[config.mk]
export PLATFORM = sky130hd
export DESIGN_NAME = branch_compare_arbiter
export DESIGN_NICKNAME = d
export VERILOG_FILES = /design/src/rtl/branch_compare_arbiter.sv
export SDC_FILE = /design/constraint.sdc
export NUM_CORES = 1
export LEC_CHECK = 0
export BUFFER_PORTS_ARGS = -buffer_cell sky130_fd_sc_hd__buf_4
export CELL_PAD_IN_SITES_DETAIL_PLACEMENT = 1
export CELL_PAD_IN_SITES_GLOBAL_PLACEMENT = 1
export CORE_MARGIN = 8
export CORE_UTILIZATION = 30
export CTS_BUF_LIST = sky130_fd_sc_hd__clkbuf_4
export DETAILED_ROUTE_END_ITERATION = 16
export PLACE_DENSITY = 0.81
export RECOVER_POWER = 25
export REMOVE_ABC_BUFFERS = 1
export SYNTH_ARGS = -nofsm -noshare
export SYNTH_HDL_FRONTEND = slang
export SYNTH_SLANG_ARGS = --single-unit
[constraint.sdc]
create_clock -name clk_i -period 2.5 [get_ports clk_i]
set_clock_uncertainty 0.15 [all_clocks]
set_input_delay 0.5 -clock clk_i [delete_from_list [all_inputs] [get_ports clk_i]]
set_output_delay 0.5 -clock clk_i [all_outputs]
set_load 0.005 [all_outputs]
[src/rtl/branch_compare_arbiter.sv]
// Round-robin arbiter that shares one branch comparator between two requesters.
// The winning request is registered into a single result slot with valid/ready handoff.

package branch_compare_arbiter_pkg;

  typedef logic [31:0] word_t;

  typedef struct packed {
    logic [6:0] imm_hi;
    logic [4:0] rs2;
    logic [4:0] rs1;
    logic [2:0] funct3;
    logic [4:0] imm_lo;
    logic [6:0] opcode;
  } instruction_t;

endpackage

module comparator
  import branch_compare_arbiter_pkg::*;
(
  input  logic [2:0] funct3_i,
  input  word_t      a_i,
  input  word_t      b_i,
  output logic       taken_o
);

  logic eq;
  logic lt_s;
  logic lt_u;

  assign eq   = (a_i == b_i);
  assign lt_s = ($signed(a_i) < $signed(b_i));
  assign lt_u = (a_i < b_i);

  // Non-branch encodings (010/011) resolve as not taken.
  always_comb begin
    taken_o = 1'b0;
    case (funct3_i)
      3'b000:  taken_o = eq;
      3'b001:  taken_o = !eq;
      3'b100:  taken_o = lt_s;
      3'b101:  taken_o = !lt_s;
      3'b110:  taken_o = lt_u;
      3'b111:  taken_o = !lt_u;
      default: taken_o = 1'b0;
    endcase
  end

endmodule

module branch_compare_arbiter
  import branch_compare_arbiter_pkg::*;
#(
  parameter int N_REQ = 2
) (
  input  logic               clk_i,
  input  logic               reset_ni,
  input  logic [N_REQ-1:0]   req_valid_i,
  output logic [N_REQ-1:0]   req_ready_o,
  input  instruction_t       req_instr_i [N_REQ],
  input  word_t              req_a_i     [N_REQ],
  input  word_t              req_b_i     [N_REQ],
  output logic               rsp_valid_o,
  input  logic               rsp_ready_i,
  output logic               rsp_id_o,
  output logic               rsp_taken_o,
  output logic               rsp_illegal_o
);

  logic         slot_valid_q, slot_valid_d;
  logic         slot_id_q,    slot_id_d;
  instruction_t slot_instr_q, slot_instr_d;
  word_t        slot_a_q,     slot_a_d;
  word_t        slot_b_q,     slot_b_d;
  logic         prio_q,       prio_d;

  logic         can_load;
  logic [1:0]   grant;
  logic         grant_any;
  logic         grant_id;

  assign can_load = !slot_valid_q || rsp_ready_i;

  // A requester only loses when the other is also valid and holds priority.
  always_comb begin
    grant = 2'b00;
    if (can_load) begin
      grant[0] = req_valid_i[0] && (!req_valid_i[1] || (prio_q == 1'b0));
      grant[1] = req_valid_i[1] && (!req_valid_i[0] || (prio_q == 1'b1));
    end
  end

  assign grant_any = |grant;
  assign grant_id  = grant[1];

  always_comb begin
    slot_valid_d = slot_valid_q;
    slot_id_d    = slot_id_q;
    slot_instr_d = slot_instr_q;
    slot_a_d     = slot_a_q;
    slot_b_d     = slot_b_q;
    prio_d       = prio_q;
    if (grant_any) begin
      slot_valid_d = 1'b1;
      slot_id_d    = grant_id;
      slot_instr_d = req_instr_i[grant_id];
      slot_a_d     = req_a_i[grant_id];
      slot_b_d     = req_b_i[grant_id];
      prio_d       = !grant_id;
    end else if (rsp_ready_i && slot_valid_q) begin
      slot_valid_d = 1'b0;
    end
  end

  always_ff @(posedge clk_i or negedge reset_ni) begin
    if (!reset_ni) begin
      slot_valid_q <= 1'b0;
      slot_id_q    <= 1'b0;
      slot_instr_q <= '0;
      slot_a_q     <= '0;
      slot_b_q     <= '0;
      prio_q       <= 1'b0;
    end else begin
      slot_valid_q <= slot_valid_d;
      slot_id_q    <= slot_id_d;
      slot_instr_q <= slot_instr_d;
      slot_a_q     <= slot_a_d;
      slot_b_q     <= slot_b_d;
      prio_q       <= prio_d;
    end
  end

  // Gate with reset so nothing is handed a ready while the slot is being cleared.
  assign req_ready_o = grant & {N_REQ{reset_ni}};

  comparator u_comparator (
    .funct3_i (slot_instr_q.funct3),
    .a_i      (slot_a_q),
    .b_i      (slot_b_q),
    .taken_o  (rsp_taken_o)
  );

  assign rsp_valid_o   = slot_valid_q;
  assign rsp_id_o      = slot_id_q;
  assign rsp_illegal_o = (slot_instr_q.funct3 == 3'b010) || (slot_instr_q.funct3 == 3'b011);

  logic unused_instr_bits;
  assign unused_instr_bits = ^{slot_instr_q.imm_hi, slot_instr_q.rs2, slot_instr_q.rs1,
                               slot_instr_q.imm_lo, slot_instr_q.opcode};

endmodule

Yosys cells after proc, flatten, opt, wreduce, memory -nomap -nowiden
Index checks and enable logic that the tools add are counted.
W data, S select, Z words.
- flip-flop bits (word level): 70
- magnitude comparators: 3
- equal/unequal tests: 8
- multiplexer cells: 13
- bitwise gates (word level): 3
- reductions and logical operators: 17
- operators with widths (kind ; count):
    $mux W32 ; 6
    $lt A32 B32 Y1 ; 2
    $mux W15 ; 3
    $eq A32 B32 Y1 ; 1
    $eq A3 B3 Y1 const B ; 4
    $logic_not A1 Y1 ; 7
    $eq A3 B2 Y1 const B ; 2
    $pmux W1 S6 ; 1
    $logic_or A1 B1 Y1 ; 4
    $eq A3 B1 Y1 const B ; 1
    $logic_and A1 B1 Y1 ; 3
    $logic_not A3 Y1 ; 1
    $and A2 B2 Y2 ; 1
    $ge A2 B2 Y1 const B ; 1
    $mux W1 ; 2
    $mux W2 ; 1
    $not A1 Y2 ; 1
    $reduce_bool A2 Y1 ; 1
    $reduce_or A2 Y1 ; 1
    $not A1 Y1 ; 1

Logic depth before layout (Yosys ltp)
- depth in word-level cells: 8
- gate-level depth with buffers: 8
- mapped depth without buffers: 8

By module
Synthesis repeated with hierarchy kept, for this count alone.
- cells, all modules: 525
- area total of the unflattened synthesis: 4519.3 um^2
- by module, submodules not included (module ; times used ; cells each ; area each (um^2)):
    branch_compare_arbiter ; 1 ; 405 ; 3654.8
    comparator ; 1 ; 120 ; 864.6

Worst setup path before layout
Ideal clock, no wire load.
- path type: reg2out
- start point: reg slot_a_q[1]
- end point: out rsp_taken_o
- data arrival time: 1.851 ns
- data required time: 1.850 ns
- setup slack: -0.001 ns
- cell stages (with the launch flop): 8
- cell sequence: dfrtp_1 -> ha_1 -> nor2b_4 -> o211ai_2 -> a21oi_1 -> o311a_1 -> or3_1 -> a31o_1
- longest elaborated chain between the ends: 3
- elaborated cells on any way between the ends: 7
- classes of those cells: 2 x order compare; 1 x eq/ne; 1 x mux; 3 x reduce/logical
- ends and longest elaborated chain (what ; RTL line ; RTL):
    start: declaration ; 74 ; word_t slot_a_q, slot_a_d;
    start signal: assignment ; 128 ; slot_a_q <= slot_a_d;
    $lt A32 B32 Y1, or another cell as far along ; 34 ; assign lt_u = (a_i < b_i);
    $logic_not A1 Y1, on equally long branches ; 45, 41, 43 ;
    $pmux W1 S6 * ; 39 ; case (funct3_i)
    end: declaration ; 67 ; output logic rsp_taken_o,
Mark *: on every way between the ends. The rest lies on a longest branch, timed or not.

Worst setup path in the final report
Same ends and word-level chain as after synthesis.

==> results.sh <==
export IMPL_cp_arrival_ps=2530
export IMPL_tightest_slew_ps=1760
export IMPL_antenna_cells=0
export IMPL_fmax_ghz=0.314
export IMPL_dp_hpwl_mm=9.26
export IMPL_yosys_area_top_type="dfrtp_1"
export IMPL_routedWlPerCell_um=16.2
export IMPL_cts_num_sinks=70
export IMPL_async_flop_share=1.00
export IMPL_finalMaxSlewViolations=71
export IMPL_root_buffer="clkbuf_4"
export IMPL_drive_gt1_frac=0.368
export IMPL_start_util=0.306
export IMPL_vdd_ir_drop_worst_v=0.000335
export IMPL_clk_path_buf_depth=2
export IMPL_cp_max_fo=2
export IMPL_tns_ps=-683
export IMPL_h_tree_depth=3
export IMPL_setup_slack_ps=-683
export IMPL_setup_viol=1
export IMPL_path_buf_inv=1
export IMPL_dieArea_sq_mm=0.0167
export IMPL_clk_pin_slew_ps=110
export IMPL_cts_hold_buf=0
export IMPL_vias=3695
export IMPL_synth_cell_types=31
export IMPL_fin_crit_sh=1.27
export IMPL_netlist_top_cells_area="dfrtp_1, nand2_1, ha_1"
export IMPL_power_leakage_nw=2.86
export IMPL_worst_skew_pair_late_latency_ps=440
export IMPL_ios=203
export IMPL_yosysTopAreaCellShare=0.455
export IMPL_place_ws_ps=-558
export IMPL_min_path_type="in2reg"
export IMPL_vias_per_cell=4.79
export IMPL_port_buffers=144
export IMPL_hold_viol_final=0
export IMPL_yosys_warnings=0
export IMPL_fp_coreArea_sq_mm=0.0126
export IMPL_avgSynthCellArea_sq_um=8.99
export IMPL_r2r_cells=8
export IMPL_cts_tree="done"
export IMPL_antenna_found_initial=0
export IMPL_power_density_mw_per_mm2=663
export IMPL_r2r_end="slot_b_q[2]"
export IMPL_violations="capacitance limit, slew limit, setup timing"
export IMPL_cp_depth=8
export IMPL_r2r_start="rsp_valid_o"
export IMPL_die_h_um=129
export IMPL_grt_pass1_vias=4153
export IMPL_cp_startpoint="slot_a_q[1]"
export IMPL_crit_family="compound AO/OA/AOI/OAI gates"
export IMPL_critPathMaxStageDelay_ps=400
export IMPL_syn_area_sq_mm=0.00385
export IMPL_die_width_um=129
export IMPL_drc=0
export IMPL_drtPass1Iterations=4
export IMPL_start_kind="flop"
export IMPL_area_delta_synth_final_pct=47.7
export IMPL_status="finished, violations left"
export IMPL_synth_edff_count=0
export IMPL_maxCapViolCount=1
export IMPL_crit_end="rsp_taken_o"
export IMPL_antenna_left=0
export IMPL_num_rows=41
export IMPL_ys_ff_latch=70
export IMPL_ys_seq_area_frac=0.455
export IMPL_cp_cell_sequence="ha_1 -> nor2b_4 -> o211ai_2 -> a21oi_1 -> o311a_1 -> or3_1 -> a31o_1 -> buf_4"
export IMPL_cp_end_kind="primary output"
export IMPL_crit_path_top_delay_cell="dfrtp_1"
export IMPL_drt_iter0_drc=139
export IMPL_rrSetupSlack_ps=290
export IMPL_track_usage=0.149
export IMPL_maxSlewHeadroom=-0.173
export IMPL_synth_common_cells="nand2_1, dfrtp_1, a22oi_1, inv_1, ha_1"
export IMPL_min_period_ps=3180
export IMPL_grt_start_max_net_pins=71
export IMPL_overflow=0
export IMPL_grt_pass1_wl_mm=19.6
export IMPL_cts_buffers=9
export IMPL_yosysMostFrequentCell="nand2_1"
export IMPL_cp_required_ps=1850
export IMPL_rsz0062_at_grt="yes"
export IMPL_syn_inst=428
export IMPL_min_path_cells=3
export IMPL_synth_main_ff_cell="dfrtp_1"
export IMPL_gp_congestion=0.719
export IMPL_critPathKind="reg2out"
export IMPL_final_nets=824
export IMPL_wl_mm=12.5
==> layout by cell type, fill, tap and decap left out, types with 2 or more instances in the layout <==
master / count
nand3_1: 5
nand2_1: 129
nor2_1: 3
inv_1: 32
a21oi_2: 4
ha_4: 10
inv_2: 3
and4_1: 2
nor3_1: 3
buf_4: 172
o21ai_0: 18
clkbuf_4: 10
clkinv_2: 5
o21ai_2: 2
a21oi_1: 7
nand4_1: 7
a21oi_4: 3
a22oi_1: 51
a221oi_2: 2
ha_1: 22
and2_1: 2
dfrtp_1: 70
mux2i_1: 16
==> worst min path at each step <==
stage / end / startpoint / slack, ps
finish: slot_a_q[26] / req_a_i[26] / 110
global route: slot_b_q[3] / req_b_i[3] / 70
CTS: slot_a_q[26] / req_a_i[26] / 80
detailed placement: slot_b_q[27] / slot_b_q[27] / 320
global placement: slot_b_q[21] / slot_b_q[21] / 310
floorplan: prio_q / reset_ni / 50
==> worst reg2reg max path, stage by stage, from the launching register on <==
cell      delay, ps
dfrtp_1         400
nand2b_1        110
nand2_1         110
a21oi_4         230
buf_12          140
buf_4           230
buf_4           370
mux2i_1         250
o21ai_0          90
==> timing repair <==
action                                  4_1_cts  5_1_grt
gates resized for setup                       9       21
setup buffers                                 1        9
endpoints found under the setup margin        2        2
pin swaps                                     9        9
cloned                                        1        1
==> registers in the layout (all words and copies together) (netlist names) <==
| register | cells |
|---|---|
| prio_q | 1 |
| rsp_id_o | 1 |
| rsp_valid_o | 1 |
| slot_a_q | 32 |
| slot_b_q | 32 |
| slot_instr_q | 3 |
==> layer usage <==
metal  up-vias  part of all wire  GRT usage
li1       1812                 -          -
met1      1788              0.40      0.160
met2        87              0.53      0.273
met3         8             0.060     0.0518
met4         0            0.0071     0.0332
met5         -                 0          0
==> final cells by class <==
type                    instances  area [sq um]
fillers                      1482          6890
multi-input cells             302          2100
flip-flops and latches         70          1750
repair buffers                177          1380
well taps                     172           215
inverters                      35           131
clock buffers                  10          75.1
clock inverters                 6          28.8
==> where the power goes <==
group          total (W)  internal (W)  switching, W
logic            0.00161      0.000835      0.000772
clock network   0.000603      0.000204      0.000400
registers        0.00156       0.00138      0.000179
==> logic make-up after synthesis <==
family                     count (synthesis)  share of synthesized area
DFF                                       70                      0.455
xor gates and xnor gates                   2                    0.00456
buffers and inverters                     56                     0.0576
and+or+nand+nor                          157                      0.169
AOI/OAI and AO/OA                         95                      0.167
adders and majority gates                 32                      0.104
muxes                                     16                     0.0416
==> per-stage QoR <==
stage               utilization  total power, W  cell area [sq um]  std cells  hold slack, ps
finish                    0.452         0.00377               5680        772             107
global route              0.452         0.00410               5680        772            72.1
CTS                       0.433         0.00363               5450        762            77.9
detailed placement        0.418         0.00292               5250        744             317
global placement          0.418         0.00281               5250        744             311
floorplan                     -         0.00229               3760        407            54.4
(Power assumes the default switching activity.)
